`src/rtl/mem_req_ctrl.sv`:
```
// mem_req_ctrl
//   Memory-stage initiator for the 16-bit mem_system load/store interface.
//   Accepts one load/store at a time, holds it toward memory until Done/err or
//   timeout, then emits a one-cycle registered response. Misaligned requests
//   are answered with an error without touching memory. Successful accesses
//   update saturating hit/miss counters.
//
// Handshake: a request transfers on a rising edge where req_valid=1 and
//   req_ready=1. req_ready is high only in IDLE. rsp_valid is a one-cycle
//   pulse. There is no backpressure on the response. Response fields hold
//   until the next response is loaded.
//
// Parameters
//   TIMEOUT  max BUSY cycles without Done/err before abort (2..255)
//   CNT_MAX  saturation value of hit_cnt/miss_cnt (16'hFFFF in normal use)
//
// Ports
//   clk, rst (async, active low)
//   req_valid/req_wr/req_addr/req_wdata/req_ready   pipeline request side
//   rsp_valid/rsp_rdata/rsp_hit/rsp_err/rsp_misalign pipeline response side
//   hit_cnt/miss_cnt                                statistics
//   halt -> createdump                              pass-through
//   Addr/DataIn/Rd/Wr                               memory request
//   DataOut/Done/Stall/CacheHit/err                 memory status
//   o_dbg_state                                     current FSM state
module mem_req_ctrl #(
  parameter int unsigned TIMEOUT = 64,
  parameter logic [15:0] CNT_MAX = 16'hFFFF
) (
  input  logic        clk,
  input  logic        rst,
  input  logic        req_valid,
  input  logic        req_wr,
  input  logic [15:0] req_addr,
  input  logic [15:0] req_wdata,
  output logic        req_ready,
  output logic        rsp_valid,
  output logic [15:0] rsp_rdata,
  output logic        rsp_hit,
  output logic        rsp_err,
  output logic        rsp_misalign,
  output logic [15:0] hit_cnt,
  output logic [15:0] miss_cnt,
  input  logic        halt,
  output logic [15:0] Addr,
  output logic [15:0] DataIn,
  output logic        Rd,
  output logic        Wr,
  output logic        createdump,
  input  logic [15:0] DataOut,
  input  logic        Done,
  input  logic        Stall,
  input  logic        CacheHit,
  input  logic        err,
  output logic [1:0]  o_dbg_state
);

  typedef enum logic [1:0] {
    S_IDLE = 2'd0,
    S_BUSY = 2'd1,
    S_RESP = 2'd2
  } state_t;

  // Counter value in the last allowed BUSY cycle.
  localparam logic [7:0] TMO_LAST = 8'(TIMEOUT - 1);

  state_t      r_state;
  state_t      w_next_state;
  logic        r_wr;
  logic [15:0] r_addr;
  logic [15:0] r_wdata;
  logic [7:0]  r_tmo;
  logic [15:0] r_rsp_rdata;
  logic        r_rsp_hit;
  logic        r_rsp_err;
  logic        r_rsp_mis;
  logic [15:0] r_hit_cnt;
  logic [15:0] r_miss_cnt;
  logic        w_tmo_hit;
  // Stall is informational: the request is held regardless of it.
  logic        w_unused_stall;

  assign w_unused_stall = Stall;
  assign w_tmo_hit      = (r_tmo == TMO_LAST);

  // State register
  always_ff @(posedge clk or negedge rst) begin
    if (!rst) r_state <= S_IDLE;
    else      r_state <= w_next_state;
  end

  // Next-state logic
  always_comb begin
    w_next_state = r_state;
    case (r_state)
      S_IDLE: begin
        if (req_valid) w_next_state = req_addr[0] ? S_RESP : S_BUSY;
      end
      S_BUSY: begin
        if (err || Done || w_tmo_hit) w_next_state = S_RESP;
      end
      S_RESP:  w_next_state = S_IDLE;
      default: w_next_state = S_IDLE;
    endcase
  end

  // Request hold, timeout counter, response fields and statistics
  always_ff @(posedge clk or negedge rst) begin
    if (!rst) begin
      r_wr        <= 1'b0;
      r_addr      <= '0;
      r_wdata     <= '0;
      r_tmo       <= '0;
      r_rsp_rdata <= '0;
      r_rsp_hit   <= 1'b0;
      r_rsp_err   <= 1'b0;
      r_rsp_mis   <= 1'b0;
      r_hit_cnt   <= '0;
      r_miss_cnt  <= '0;
    end else begin
      case (r_state)
        S_IDLE: begin
          if (req_valid) begin
            if (req_addr[0]) begin
              r_rsp_rdata <= '0;
              r_rsp_hit   <= 1'b0;
              r_rsp_err   <= 1'b1;
              r_rsp_mis   <= 1'b1;
            end else begin
              r_addr  <= req_addr;
              r_wdata <= req_wdata;
              r_wr    <= req_wr;
              r_tmo   <= '0;
            end
          end
        end
        S_BUSY: begin
          // err outranks a coincident Done: the access is not counted.
          if (err || (!Done && w_tmo_hit)) begin
            r_rsp_rdata <= '0;
            r_rsp_hit   <= 1'b0;
            r_rsp_err   <= 1'b1;
            r_rsp_mis   <= 1'b0;
          end else if (Done) begin
            r_rsp_rdata <= r_wr ? 16'h0000 : DataOut;
            r_rsp_hit   <= CacheHit;
            r_rsp_err   <= 1'b0;
            r_rsp_mis   <= 1'b0;
            if (CacheHit) begin
              if (r_hit_cnt != CNT_MAX) r_hit_cnt <= r_hit_cnt + 16'd1;
            end else begin
              if (r_miss_cnt != CNT_MAX) r_miss_cnt <= r_miss_cnt + 16'd1;
            end
          end else begin
            r_tmo <= r_tmo + 8'd1;
          end
        end
        default: ;
      endcase
    end
  end

  assign req_ready    = (r_state == S_IDLE);
  assign rsp_valid    = (r_state == S_RESP);
  assign Rd           = (r_state == S_BUSY) & ~r_wr;
  assign Wr           = (r_state == S_BUSY) &  r_wr;
  assign Addr         = r_addr;
  assign DataIn       = r_wdata;
  assign rsp_rdata    = r_rsp_rdata;
  assign rsp_hit      = r_rsp_hit;
  assign rsp_err      = r_rsp_err;
  assign rsp_misalign = r_rsp_mis;
  assign hit_cnt      = r_hit_cnt;
  assign miss_cnt     = r_miss_cnt;
  assign createdump   = halt;
  assign o_dbg_state  = r_state;

endmodule

```
`config.mk`:
```
export PLATFORM = sky130hd
export DESIGN_NAME = mem_req_ctrl
export DESIGN_NICKNAME = d
export VERILOG_FILES = /design/src/rtl/mem_req_ctrl.sv
export SDC_FILE = /design/constraint.sdc
export NUM_CORES = 1
export LEC_CHECK = 0
export ABC_AREA = 0
export BUFFER_PORTS_ARGS = -buffer_cell sky130_fd_sc_hd__buf_2
export CELL_PAD_IN_SITES_DETAIL_PLACEMENT = 0
export CELL_PAD_IN_SITES_GLOBAL_PLACEMENT = 1
export CORE_MARGIN = 4
export CORE_UTILIZATION = 41
export CTS_BUF_LIST = sky130_fd_sc_hd__clkbuf_2
export DETAILED_ROUTE_END_ITERATION = 8
export GPL_TIMING_DRIVEN = 0
export PLACE_DENSITY_LB_ADDON = 0.2
export SLEW_MARGIN = 20
export SYNTH_ARGS = -nofsm -noshare
export SYNTH_HDL_FRONTEND = slang
export SYNTH_SLANG_ARGS = --single-unit
```
`constraint.sdc`:
```
create_clock -name clk -period 3.1 [get_ports clk]
set_input_delay 0.155 -clock clk [delete_from_list [all_inputs] [get_ports clk]]
set_output_delay 0.155 -clock clk [all_outputs]
set_load 0.05 [all_outputs]
```
======== Word-level counts from Yosys, hierarchy flattened ========
Cells that the tools add are included.
word-level totals
  bits in registers ....................... 93
  input port bits ......................... 57
  logic and storage cells ................. 72
operators by class
  add/subtract/negate cells ............... 3
  equality and inequality tests ........... 12
  muxes and demuxes ....................... 27
  bitwise operators ....................... 6
  reductions and logical operators ........ 13
operators by type and width
  cell                     count
  $mux W16                 5
  $add A16 B1 Y16 const B  2
  $mux W8                  4
  $ne A16 B16 Y1 const B   2
  $pmux W16 S2             1
  $pmux W8 S2              1
  $reduce_and A5 Y1        3
  $ne A2 B2 Y1 const B     6
  $mux W1                  9
  $add A8 B1 Y8 const B    1
  $eq A8 B6 Y1 const B     1
  $mux W2                  3
  $pmux W1 S2              3
  $not A1 Y1               4
  $pmux W2 S2              1
  $reduce_and A4 Y1        1
  $logic_or A1 B1 Y1       3
  $ne A3 B3 Y1 const B     1
  $reduce_and A3 Y1        1
  $and A1 B1 Y1            2
  $eq A2 B1 Y1 const B     1
  $eq A2 B2 Y1 const B     1
  $logic_not A2 Y1         1
  $reduce_and A2 Y1        1
  3 further kinds          3

======== Depth between registers and ports, before layout ========
Gate-level depths: netlist of the first run.
  word-level depth ........................ 5
  mapped depth ............................ 7
  gate-level depth less buffers ........... 5

======== Least setup slack after synthesis of the first run ========
Ideal clock, no wire load.
  path type ............................... flip-flop to flip-flop
  start ................................... register r_state[0], in the netlist o_dbg_state[0]
  end ..................................... register r_wdata[3], in the netlist DataIn[3]
  library setup time ...................... 118 ps
  arrival time ............................ 2288 ps
  required time ........................... 2982 ps
  path slack .............................. 694 ps
  stages on the path, launching flop included .. 7
  period minus slack after synthesis ...... 2406 ps
  cells stage by stage .................... dfrtp_1 > buf_4 > nor2_1 > nand3b_1 > clkbuf_1 > nand2_1 > nand2_1
between the ends
  longest elaborated chain between the ends .. 2
ends and longest elaborated chain
  item                         line  text
  start: declaration           67    state_t r_state;
  start signal: assignment     89    else r_state <= w_next_state;
  $logic_not A2 Y1             --
  net req_ready                36    output logic req_ready,
  $reduce_and A3 Y1 (no line)  --
  end signal: assignment       131   r_wdata <= req_wdata;
  end: declaration             71    logic [15:0] r_wdata;
The timed path passes the listed nets, and every way through them passes these cells.
A chain may end at the register's enable or synchronous reset.

======== Worst setup path in the final report of the first run ========
  start ................................... register r_tmo[0]
  end ..................................... register r_rsp_rdata[2], in the netlist rsp_rdata[2]
between the ends
  longest elaborated chain between the ends .. 5
ends and longest elaborated chain
  item                                                                line  text
  start: declaration                                                  72    logic [7:0] r_tmo;
  start signal: assignment                                            155   r_tmo <= r_tmo + 8'd1;
  $eq A8 B6 Y1 (*)                                                    84    assign w_tmo_hit = (r_tmo == TMO_LAST);
  $logic_and A1 B1 Y1 (*)                                             139   if (err || (!Done && w_tmo_hit)) begin
  $logic_or A1 B1 Y1 (*)                                              139
  $ne A3 B3 Y1 (no line) / $mux W16 (equally long branches)           --
  $reduce_and A4 Y1 (no line) / $pmux W16 S2 (equally long branches)  --
  end signal: assignment                                              145   r_rsp_rdata <= r_wr ? 16'h0000 : DataOut;
  end: declaration                                                    73    logic [15:0] r_rsp_rdata;
Every way passes the cells marked *; elsewhere a longest branch is shown, timed or not.

==> metrics.txt, run 1 <==
Layout Skew 0.01636 ns; share of flip-flops with an asynchronous set or reset 100.0%; nature of the critical path endpoint flop; port bufs 142; Worst-Skew Late Latency 0.53 ns; cell accounting for the most synthesized area dfrtp_1; Slew Viols, Final 0; Final GP Congestion 0.8295; ant diodes 0; crit path max fanout 10; min Tclk post-route 2.552 ns; total setup buffers inserted after CTS 0; Multi-input gate area 1665 um^2; post-layout util 58.90%; drt first pass iters 4; via/cell ratio 4.884; Critical Path, Cell by Cell ha_1 > or3b_1 > o21a_1 > o21a_1 > buf_2 > a22o_1 > dlygate4sd3_1; maximum VDD drop 487.2 uV; DRC 0; status complete, no violations; Max Freq 391.8 MHz; Critical-path top delay cell dlygate4sd3_1; Initial DRC Count 143; final setup fails 0; CTS tree built; Post-Route WL 10790 um; Worst EP required 3.54 ns; Ports 147; EDFF count, synth 0; largest net degree at the start of global routing 48; # fillers 857; core area 9774 um^2; layout cell share with drive strength beyond 1 29.34%; dpl hpwl 7389 um; synth cell count leaders 112 x nand2_1, 93 x dfrtp_1, 19 x nand3_1; Area Overhead vs Synth 40.36%; RSZ-0062 raised after global routing false; routed len/inst 14.38 um; Root Driver clkbuf_2; antenna viol nets, final 0; hold buffers post-CTS 64; Post-Synthesis Cell Area 4101 um^2; Num CTS Buffers 9; most frequent CP cell o21a_1; starting density of the core 41.96%; startpoint types flop; flops & latches, synth 93; cts repair resizes 0; final hold violation count 0; max incr delay on CP 0.56 ns; die height 108.0 um; Max Root-Sink Buffers 2; Post-Syn Nets 454; MaxCap Viol Count 0; reg-to-reg slack, setup 0.55 ns; Setup TNS 0 ns; Hold Crit Class in2async; synth warn 0; worst slew pin tran 0.9033 ns; Lkg Pwr 2.997 nW; die area 11670 um^2; number of library cell types mapped by synthesis 47; top-count cell post-synth nand2_1; residual overflow from global routing 0; die outline width 108.0 um; FF+latch area 2327 um^2; initial antenna violation count 0; Post-synth top flop dfrtp_1; H-tree depth 3; FP Rows 36; hold_ws 0.08241 ns; All-Layer GR Usage 19.37%; Synth Instances 394; Reg clk slew, reported paths 0.23 ns; Setup WS post-layout 0.5476 ns; Synth top area share 56.74%; vias in the first global route 3768; critical path class reg2reg; via count 3663; Final #Nets 672; Pwr Density 567.4 nW/um^2; Place WS 0.9864 ns; first-pass GRT wire length 18130 um; worst relative slew slack 39.22%; syn_area_per_cell 10.41 um^2; synth top area cells dfrtp_1 57%, nand2_1 10%, xnor2_1 3.8%, a22o_1 3.6%, nand4_1 2.4%; CP arrival 3.00 ns; register area share after synthesis 56.74%; fin crit share 82.34%; Sink Count 93
==> final cells by class <==
cell class                      count  area share [%]
Inverter                            7          0.4564
Clock inverter                      6          0.9346
Tap cell                          133           2.891
Multi-Input combinational cell    278           28.93
Timing Repair Buffer              207           24.06
Sequential cell                    93           40.43
Clock buffer                       10          0.8694
Buffer                             16           1.434
==> state kept, by name (all words and copies together) (netlist names) <==
register / flops
hit_cnt: 16
r_wr: 1
o_dbg_state: 2
rsp_rdata: 16
miss_cnt: 16
rsp_hit: 1
r_tmo: 8
DataIn: 16
rsp_err: 1
Addr: 15
rsp_misalign: 1
==> cell families after synthesis <==
| logic type | Yosys count | share of synthesized area (%) |
|---|---|---|
| buffers and inverters | 23 | 2.654 |
| AOI/OAI and AO/OA | 49 | 8.419 |
| adders and majority gates | 3 | 0.9153 |
| other | 1 | 0.09143 |
| muxes | 3 | 0.8236 |
| and+or+nand+nor | 195 | 24.59 |
| xor gates and xnor gates | 27 | 5.766 |
| DFF | 93 | 56.74 |
==> placed cells by master (no fill, tap or decap), types with 4 or more instances in the layout <==
master	instances
buf_2	143
nand2_1	112
dfrtp_1	93
dlygate4sd3_1	64
nand3_1	19
xnor2_1	18
a22o_1	17
nand4_1	16
clkbuf_2	11
nor2_1	10
xor2_1	9
clkbuf_1	9
a21oi_1	9
o21ai_0	8
inv_1	7
or3_1	5
o211ai_1	4
o21a_1	4
and3_1	4
clkinv_2	4
==> where the power goes <==
group	total, mW	internal, mW	switching (mW)
Clock	0.577	0.182	0.395
Sequential	1.50	1.38	0.120
Combinational	1.19	0.312	0.879
==> metrics by stage <==
stage,cell area (um^2),power (mW),std cells
floorplan,4101,2.321,394
global placement,4979,2.629,669
detailed placement,5012,2.646,670
CTS,5757,3.307,750
global route,5757,3.449,750
finish,5757,3.266,750
==> worst max-delay path, delay by kind of cell (launching register included) <==
| kind | cells | cell delay [ns] |
|---|---|---|
| adders and majority gates | 1 | 0.23 |
| AOI/OAI and AO/OA | 3 | 0.64 |
| and+or+nand+nor | 1 | 0.39 |
| buffers and inverters | 2 | 0.74 |
| DFF | 1 | 0.47 |
==> final timing paths <==
kind	from	endpoint	cells after the start
worst min register to register	Addr[3]	Addr[3]	2
worst max-delay path	r_tmo[0]	rsp_rdata[2]	7
worst min-delay path	rst	rsp_rdata[1]	2
min in group clk	err	r_tmo[1]	5
max in group asynchronous	rst	Addr[9]	3
worst max register to register	r_tmo[0]	rsp_rdata[2]	7
==> per-layer routing <==
layer | global-route usage [%] | vias up | share of wire, %
li1 | - | 1801 | -
met1 | 25.81 | 1729 | 45
met2 | 31.08 | 116 | 46
met3 | 4.060 | 17 | 6.5
met4 | 7.665 | 0 | 2.2
met5 | 0 | - | 0
(Power assumes the default switching activity.)
==> inputs of run 2 (changes only) <==
ABC_AREA = 1   (was 0)
CORE_UTILIZATION = 39   (was 41)
clock period = 2.5 ns   (was 3.1 ns; I/O delays follow)
==> run 2 against run 1 <==
Register-to-register slack worse by 0.28 ns. Synthesized cell count increased by 36%. Non-clock buffer count down 3. Die area grew 18%. Clock skew grew 0.0082 ns. Final area is 9.7% higher. Global-route usage down 0.38 points. Synthesized area grew 14%. Critical path type unchanged. Highest routed layer unchanged.
==> metrics.txt, run 2 <==
Setup TNS 0 ns (unchanged); share of flip-flops with an asynchronous set or reset 100.0% (unchanged); final hold violation count 0 (unchanged); Hold Crit Class in2async; die outline width 117.5 um (+8.8%); number of library cell types mapped by synthesis 30 (-36%); synth warn 0 (unchanged); synth cell count leaders 193 x nand2_1, 93 x dfrtp_1, 42 x nor2_1; Critical-path top delay cell dlygate4sd3_1; Post-Syn Nets 597 (+31%); RSZ-0062 raised after global routing false; ant diodes 0 (unchanged); Root Driver clkbuf_2; crit path max fanout 10 (unchanged); worst slew pin tran 0.5100 ns (-0.3933 ns); largest net degree at the start of global routing 72 (+50%); total setup buffers inserted after CTS 0 (unchanged); initial antenna violation count 0 (unchanged); Pwr Density 911.1 nW/um^2 (+61%); flops & latches, synth 93 (unchanged); Post-Route WL 12630 um (+17%); fin crit share 89.43% (+7.1 points); antenna viol nets, final 0 (unchanged); max incr delay on CP 0.57 ns (about the same); Final #Nets 811 (+21%); Post-synth top flop dfrtp_1; starting density of the core 40.44% (-1.5 points); FF+latch area 2327 um^2 (unchanged); synth top area cells dfrtp_1 50%, nand2_1 15%, mux2_2 7.5%, nand4_1 3.9%, nor2_1 3.4%; Post-Synthesis Cell Area 4677 um^2 (+14%); Synth Instances 537 (+36%); Synth top area share 49.76% (-7.0 points); worst r2r src r_tmo[0]; Lkg Pwr 3.213 nW (+7.2%); maximum VDD drop 423.6 uV (-13%); worst relative slew slack 66.00% (+27 points); commonest cells after routing, fill and taps aside 193 x nand2_1, 146 x buf_2, 93 x dfrtp_1; Final GP Congestion 0.8373 (+0.94%); Worst-Skew Late Latency 0.57 ns (+0.04 ns); nature of the critical path endpoint flop; core area 11560 um^2 (+18%); post-layout util 54.58% (-4.3 points); reg-to-reg slack, setup 0.26 ns (-0.28 ns); top-count cell post-synth nand2_1; die height 117.5 um (+8.8%); Critical Path, Cell by Cell ha_1 > nand3_2 > inv_1 > nand3_1 > buf_6 > nand4_1 > dlygate4sd3_1 > o21ai_1; cell accounting for the most synthesized area dfrtp_1; first-pass GRT wire length 21620 um (+19%); Ports 147 (unchanged); Reg clk slew, reported paths 0.27 ns (+0.04 ns); Sink Count 93 (unchanged); r2r endpoint rsp_rdata[14]; drt first pass iters 4 (unchanged); status complete, no violations; syn_area_per_cell 8.709 um^2 (-16%); DRC 0 (unchanged); Layout Skew 0.02455 ns (+0.008189 ns); Multi-input gate area 2044 um^2 (+23%); CTS tree built; Slew Viols, Final 0 (unchanged); Area Overhead vs Synth 34.97%; critical path class reg2reg; register area share after synthesis 49.76% (-7.0 points); vias in the first global route 4332 (+15%); min Tclk post-route 2.236 ns (-0.3167 ns); MaxCap Viol Count 0 (unchanged); H-tree depth 3 (unchanged); layout cell share with drive strength beyond 1 29.37% (+0.030 points); All-Layer GR Usage 18.99% (-0.38 points); Worst EP required 3.01 ns (-0.53 ns); routed len/inst 14.04 um (-2.4%); die area 13810 um^2 (+18%); final setup fails 0 (unchanged); CP arrival 2.75 ns (-0.25 ns); residual overflow from global routing 0 (unchanged); startpoint types flop; dpl hpwl 8819 um (+19%); Initial DRC Count 212 (+48%); Num CTS Buffers 9 (unchanged); Max Root-Sink Buffers 2 (unchanged); via/cell ratio 4.779 (-2.2%); via count 4296 (+17%); cts repair resizes 0 (unchanged); Max Freq 447.3 MHz (+14%); port bufs 143 (+0.70%); commonest non-fill, non-tap cell in the layout nand2_1; FP Rows 39 (+8.3%); FF-to-FF path depth 8 (+1); # fillers 1079 (+26%); Worst Setup SP r_tmo[0]; EDFF count, synth 0 (unchanged)
[run 2: report_power, final]
part | total (mW) | internal (mW) | switching [mW]
registers | 2.08 | 1.86 | 0.226
clock network | 0.796 | 0.247 | 0.549
logic | 2.87 | 0.803 | 2.07
total | 5.75 | 2.91 | 2.84
[run 2: metal layers]
metal	part of all wire, %	global-route usage, %
met5	0	0
met4	2.7	8.132
met3	4.5	4.085
met2	47	30.60
met1	46	24.82
[run 2: worst max path at each step]
stage | to | slack (ns) | cells past startpoint
after floorplan | hit_cnt[4] | 0.62 | 9
after global placement | hit_cnt[9] | 0.33 | 1
after detailed placement | r_tmo[3] | 0.78 | 9
after CTS | Rd | 0.28 | 6
after global routing | rsp_rdata[14] | 0.13 | 8
final | rsp_rdata[14] | 0.26 | 8
[run 2: kinds of logic after synthesis]
group                      count (synthesis)  synth area share [%]
buffers and inverters                     56                 6.527
and+or+nand+nor                          305                 28.65
DFF                                       93                 49.76
other                                      1               0.08018
xor gates and xnor gates                  19                 3.558
AOI/OAI and AO/OA                         29                 3.157
adders and majority gates                  3                0.8027
muxes                                     31                 7.464
[run 2: timing repair]
action / 4_1_cts / 5_1_grt
endpoints found under the hold margin: 160 / 0
hold buffers: 59 / 0
endpoints found under the setup margin: 0 / 0
[run 2: area by class of cell]
| class | instances | area share, % |
|---|---|---|
| Buffer | 17 | 2.517 |
| Clock buffer | 10 | 0.7929 |
| Clock inverter | 6 | 1.130 |
| Inverter | 39 | 2.319 |
| Multi-Input combinational cell | 388 | 32.39 |
| Sequential cell | 93 | 36.87 |
| Tap cell | 143 | 2.834 |
| Timing Repair Buffer | 203 | 21.15 |
[run 2: through the flow]
stage | setup WS, ns | cells | power [mW] | area [um^2] | hold slack, ns
final | 0.2643 | 899 | 5.751 | 6312 | 0.06166
after global routing | 0.1296 | 899 | 6.063 | 6312 | 0.04429
after CTS | 0.2768 | 899 | 5.794 | 6317 | 0.02636
after detailed placement | 0.7833 | 824 | 4.884 | 5605 | 0.005631
after global placement | 0.3318 | 823 | 4.839 | 5572 | 0.3578
after floorplan | 0.6168 | 537 | 4.172 | 4677 | -0.1706
[run 2: critical path: cells and delay by family (launching register included)]
kind            cells  cell delay (ns)
buf+inv             3             0.94
flops               1             0.49
simple gates        3             0.46
fa+ha+maj           1             0.23
compound gates      1             0.06
